**config.mk**
```make
export PLATFORM = sky130hd
export DESIGN_NAME = tag_dispatch
export DESIGN_NICKNAME = d
export VERILOG_FILES = /design/src/rtl/tag_dispatch_pkg.sv /design/src/rtl/tag_fifo.sv /design/src/rtl/tag_dispatch.sv
export SDC_FILE = /design/constraint.sdc
export NUM_CORES = 1
export LEC_CHECK = 0
export CAP_MARGIN = 20
export CORE_MARGIN = 2
export CORE_UTILIZATION = 51
export CTS_BUF_LIST = sky130_fd_sc_hd__clkbuf_8 sky130_fd_sc_hd__clkbuf_16
export DETAILED_ROUTE_END_ITERATION = 8
export GPL_ROUTABILITY_DRIVEN = 0
export PLACE_DENSITY = 0.88
export SETUP_SLACK_MARGIN = 0.5
export SLEW_MARGIN = 40
export SYNTH_ARGS = -nofsm -noshare
export SYNTH_HDL_FRONTEND = slang
export SYNTH_HIERARCHICAL = 1
export SYNTH_SLANG_ARGS = --single-unit
export TNS_END_PERCENT = 1
```
**constraint.sdc**
```tcl
create_clock -name clk -period 2.8 [get_ports clk]
set_input_delay 0.56 -clock clk [delete_from_list [all_inputs] [get_ports clk]]
set_output_delay 0.56 -clock clk [all_outputs]
set_load 0.02 [all_outputs]
```
**src/rtl/tag_dispatch_pkg.sv**
```systemverilog
// Shared definitions for the tag dispatch slice: width helper and FSM encodings.
package tag_dispatch_pkg;

   // Ceiling log2 with a floor of 1, matching the arbitration tree's tag sizing.
   function automatic int unsigned clog2(input int unsigned v);
      int unsigned r;
      int unsigned x;
      r = 0;
      x = (v > 32'd0) ? v - 32'd1 : 32'd0;
      while (x > 32'd0) begin
         r = r + 32'd1;
         x = x >> 1;
      end
      return (r == 32'd0) ? 32'd1 : r;
   endfunction

   typedef enum logic [1:0] {
      IDLE  = 2'd0,
      START = 2'd1,
      WAIT  = 2'd2
   } state_e;

endpackage

```
**src/rtl/tag_fifo.sv**
```systemverilog
// Small in-order tag queue with occupancy count; pushes are dropped when full.
module tag_fifo
   import tag_dispatch_pkg::*;
#(
   parameter int unsigned TAG_SZ = 2,
   parameter int unsigned DEPTH  = 4,
   parameter int unsigned CNT_SZ = clog2(DEPTH) + 1
) (
   input  logic              clk,
   input  logic              rst_n,
   input  logic              push,
   input  logic              pop,
   input  logic [TAG_SZ-1:0] wdata,
   output logic [TAG_SZ-1:0] head_c,
   output logic [CNT_SZ-1:0] count,
   output logic              full_c,
   output logic              empty_c
);

   localparam int unsigned PTR_SZ = clog2(DEPTH);

   logic [TAG_SZ-1:0] mem [DEPTH];
   logic [PTR_SZ-1:0] wr_ptr;
   logic [PTR_SZ-1:0] rd_ptr;
   logic              do_push;
   logic              do_pop;

   assign full_c  = (count == CNT_SZ'(DEPTH));
   assign empty_c = (count == '0);
   assign do_push = push && !full_c;
   assign do_pop  = pop && !empty_c;
   assign head_c  = mem[rd_ptr];

   // Storage needs no reset; count guards every read.
   always_ff @(posedge clk) begin
      if (do_push) mem[wr_ptr] <= wdata;
   end

   // Pointers wrap naturally because DEPTH is a power of two.
   always_ff @(posedge clk or negedge rst_n) begin
      if (!rst_n) begin
         wr_ptr <= '0;
         rd_ptr <= '0;
         count  <= '0;
      end else begin
         if (do_push) wr_ptr <= wr_ptr + PTR_SZ'(1);
         if (do_pop)  rd_ptr <= rd_ptr + PTR_SZ'(1);
         case ({do_push, do_pop})
            2'b10:   count <= count + CNT_SZ'(1);
            2'b01:   count <= count - CNT_SZ'(1);
            default: count <= count;
         endcase
      end
   end

endmodule

```
**src/rtl/tag_dispatch.sv**
```systemverilog
// Consumer end of the tag arbitration tree: queues winning tags, then starts and
// holds one agent at a time until it reports done.
module tag_dispatch
   import tag_dispatch_pkg::*;
#(
   parameter int unsigned N      = 4,
   parameter int unsigned TAG_SZ = clog2(N),
   parameter int unsigned DEPTH  = 4,
   parameter int unsigned CNT_SZ = clog2(DEPTH) + 1
) (
   input  logic              clk,
   input  logic              rst_n,
   input  logic [TAG_SZ-1:0] tag_in,
   input  logic              rdy_in,
   output logic              ack_out,
   output logic [N-1:0]      go_out,
   output logic [N-1:0]      sel_out,
   input  logic [N-1:0]      done_in,
   output logic              busy,
   output logic [CNT_SZ-1:0] count_out,
   output logic              err
);

   localparam logic [N-1:0] ONE = N'(1);

   state_e            state_q, state_d;
   logic [TAG_SZ-1:0] cur_tag_q, cur_tag_d;
   logic [N-1:0]      go_d, sel_d;
   logic              err_d;
   logic              pop;
   logic [TAG_SZ-1:0] head_c;
   logic              full_c;
   logic              empty_c;
   logic              head_ok;

   // No full-bypass: a same-cycle pop never frees a slot for the push.
   assign ack_out = rst_n && rdy_in && !full_c;
   assign head_ok = (32'(head_c) < N);

   tag_fifo #(
      .TAG_SZ (TAG_SZ),
      .DEPTH  (DEPTH),
      .CNT_SZ (CNT_SZ)
   ) u_fifo (
      .clk     (clk),
      .rst_n   (rst_n),
      .push    (ack_out),
      .pop     (pop),
      .wdata   (tag_in),
      .head_c  (head_c),
      .count   (count_out),
      .full_c  (full_c),
      .empty_c (empty_c)
   );

   always_ff @(posedge clk or negedge rst_n) begin
      if (!rst_n) begin
         state_q   <= IDLE;
         cur_tag_q <= '0;
         go_out    <= '0;
         sel_out   <= '0;
         busy      <= 1'b0;
         err       <= 1'b0;
      end else begin
         state_q   <= state_d;
         cur_tag_q <= cur_tag_d;
         go_out    <= go_d;
         sel_out   <= sel_d;
         busy      <= (state_d != IDLE);
         err       <= err_d;
      end
   end

   // Outputs are computed for the next state so they land registered in that state.
   always_comb begin
      state_d   = state_q;
      cur_tag_d = cur_tag_q;
      go_d      = '0;
      sel_d     = sel_out;
      err_d     = 1'b0;
      pop       = 1'b0;
      case (state_q)
         IDLE: begin
            if (!empty_c) begin
               pop = 1'b1;
               if (head_ok) begin
                  cur_tag_d = head_c;
                  state_d   = START;
                  go_d      = ONE << head_c;
                  sel_d     = ONE << head_c;
               end else begin
                  err_d = 1'b1;
               end
            end
         end
         START: state_d = WAIT;
         WAIT: begin
            if (done_in[cur_tag_q]) begin
               state_d = IDLE;
               sel_d   = '0;
            end
         end
         default: begin
            state_d = IDLE;
            sel_d   = '0;
         end
      endcase
   end

endmodule
```
==> key figures <==
Status
  – Status: finished, final reports clean

Floorplan
  – Standard-cell rows: 18
  – Die ar.: roughly 3000 µm²
  – I/O pin total: 23
  – Starting Density: between 50% and 60%
  – Die H: roughly 55 µm
  – Core ar.: ~2500 µm²
  – Die Wd: ~55 µm

Timing
  – RSZ-0062 raised after global routing: false
  – Crit share post-route: 81.1%
  – Fin crit period: between 2 and 2.5 ns
  – Final hold vios: 0
  – FMAX: roughly 440 MHz
  – Setup violators final: 0
  – Fin Clk Skew: 0.00686 ns
  – Final setup TNS: 0 ns
  – Worst rel slew slack: 62.4%
  – Worst slew pin tran: around 0.56 ns
  – Slew Limit Fails: 0

Critical path
  – Critical Path RT: between 2 and 3 ns
  – Critical path startpoint category: flop
  – CP arrival: about 2.5 ns
  – Crit path cell chain: nor3_4 > or3_4 > inv_1 > o31a_2 > ha_4 > inv_1 > fa_1 > xor2_1 > nor2_1 > xor2_1
  – CP max FO: 4
  – Critical path class: flop to flop
  – Slowest cell on crit path: dfrtp_2
  – Worst path max stage delay: approximately 0.43 ns
  – Crit end category: flop

Pwr
  – Tot Pwr: slightly above 2 mW
  – Leakage power: a little under 0.8 nW
  – Maximum VDD drop: around 0.77 mV
  – PwrDens: about 1200 nW/µm²

Detailed routing
  – DR vias/cell: between 5 and 6
  – Wirelength per Cell: approximately 15 µm
  – Via Count: approximately 860
  – # DRC: 0
  – Routed WL: 2470 µm
  – First-pass DRT Iterations: 4
  – 1st-iter DRT viols: 13
  – Routed Antenna Nets: 0

Clock tree
  – TritonCTS Buffers: 3
  – Deepest clock path buffer count: 2
  – Clk root buf: clkbuf_8
  – H-tree depth: 1
  – Clk sink count: 28
  – Clock tree from TritonCTS: done
  – Worst-path clk slew: 0.09 ns
  – Worst-Skew Late Latency: 0.27 ns

Global route
  – First-pass GRT wire length: around 3500 µm
  – GRT Total Usage: between 10% and 20%
  – M2 GR Usage: ~29%
  – Initial antenna violation count: 0
  – Met3 usage: 3.01%
  – Gr busiest metal: met2
  – Met1 usage in global routing: between 20% and 30%
  – GRT overflow: 0
  – Largest net degree at the start of global routing: 21
  – Vias in the first global route: 759

Yosys
  – Gate Count Post-Synth: 100
  – Syn Area/Cell: approximately 13 µm²
  – #FFs+latches synth: 28
  – Cell variety after synth: 32
  – Post-Syn Area: between 1000 and 1500 µm²
  – Synthesized netlist net count: 115
  – Yosys warns: 6
  – Register area share after synthesis: a little under three fifths

Layout
  – Area delta synth->final: 32.0%
  – Commonest non-fill, non-tap cells in the layout: clkdlybuf4s50_1, dfrtp_1, buf_4
  – # diodes: 0
  – Share of cells above drive strength 1: between 20% and 30%
  – Fillers: between 150 and 200
  – Final nets: 153
  – Commonest non-fill, non-tap cell in the layout: clkdlybuf4s50_1
  – Fin util: 70.6%

Placement
  – HPWL reported at the end of detailed placement: between 1500 and 2000 µm
  – I/O Buffers: 21

Run
  – # Max-Cap Violations: 0

Hold path
  – Hold WC Path Type: flop to flop
metrics by stage:
stage	hold slack [ns]	worst slack (ns)	cells	cell area (µm²)
after floorplan	0.264	0.553	100	1340
after global placement	0.476	0.355	149	1570
after detailed placement	0.488	0.305	149	1570
after CTS	0.510	0.371	153	1610
after global routing	0.553	0.445	167	1730
final	0.506	0.529	167	1730
state kept, by name, summed over array words and instances (netlist names):
name	flops
u_fifo/wr_ptr	2
state_q	2
u_fifo/count	3
sel_out	4
go_out	4
u_fifo/rd_ptr	2
cur_tag_q	2
u_fifo/mem	8
busy	1
where the power goes:
group          internal (mW)  total (mW)  switching [mW]
logic                  0.577        1.10           0.519
registers              0.573       0.703           0.130
clock network         0.0984       0.219           0.120
total                   1.25        2.02           0.770
routing by layer:
metal,up-vias,part of all wire (%)
met2,26,54
met4,0,1.4
li1,412,-
met1,422,40
met3,4,5.1
met5,-,0
kinds of logic after synthesis:
group	count (synthesis)	synth area share (%)
other	1	0.285
XOR/XNOR	6	4.00
buffers and inverters	11	4.57
multiplexers	7	7.62
flip-flops	28	56.4
adder cells (fa/ha/maj)	6	6.29
AO/OA/AOI/OAI	10	6.09
AND/OR/NAND/NOR	31	14.8
worst max-delay path: cells and delay by family (launching register included):
kind                       cells  cell delay, ns
and+or+nand+nor                3            0.61
adders and majority gates      2            0.52
DFF                            1            0.43
xor gates and xnor gates       2            0.32
AOI/OAI and AO/OA              1            0.18
buffers and inverters          2            0.14
final cells by class:
type	count	area, µm²	share of cell area, %
clock buffer	3	41.3	2.38
clock inverter	1	3.75	0.216
inverter	8	30.0	1.73
multi-input combinational	61	542	31.2
sequential	28	746	43.0
tap	30	37.5	2.16
timing repair buffer	36	334	19.3
cell usage after synthesis, drive strengths merged:
| cell | instances | area (µm²) |
|---|---|---|
| dfrtp | 20 | 500 |
| o22ai | 2 | 12.5 |
| and3 | 1 | 6.26 |
| ha | 5 | 62.6 |
| o31a | 1 | 10.0 |
| xor2 | 3 | 26.3 |
| nor2b | 3 | 26.3 |
| a2bb2oi | 2 | 23.8 |
| nor3 | 2 | 15.0 |
| a31oi | 1 | 6.26 |
| nor2 | 6 | 22.5 |
| or3 | 1 | 6.26 |
| a21oi | 1 | 5.00 |
| fa | 1 | 20.0 |
| o21a | 1 | 7.51 |
| mux2 | 1 | 15.0 |
| mux4 | 2 | 45.0 |
| nor3b | 2 | 37.5 |
| mux2i | 4 | 40.0 |
| and2 | 6 | 42.5 |
| xnor2 | 3 | 26.3 |
| conb | 1 | 3.75 |
| inv | 8 | 30.0 |
| edfxtp | 8 | 240 |
| a22oi | 2 | 15.0 |
| nand2 | 10 | 37.5 |
| buf | 3 | 30.0 |
repair_timing:
action	4_1_cts	5_1_grt
setup buffers	0	14
resized for setup	1	2
hold buffers	0	0
setup endpoints to repair	2	2
pin swaps	0	2
worst paths after layout:
| kind | start | end | slack, ns | cells after the start |
|---|---|---|---|---|
| max | u_fifo/count[0] | u_fifo/count[2] | 0.53 | 10 |
| min | cur_tag_q[1] | cur_tag_q[1] | 0.51 | 2 |
| max reg2reg | u_fifo/count[0] | u_fifo/count[2] | 0.53 | 10 |
| min reg2reg | cur_tag_q[1] | cur_tag_q[1] | 0.51 | 2 |
| max in group asynchronous | rst_n | u_fifo/count[2] | 1.88 | 2 |
| min in group asynchronous | rst_n | go_out[2] | 0.70 | 2 |
Power figures use the tool's default switching activity.
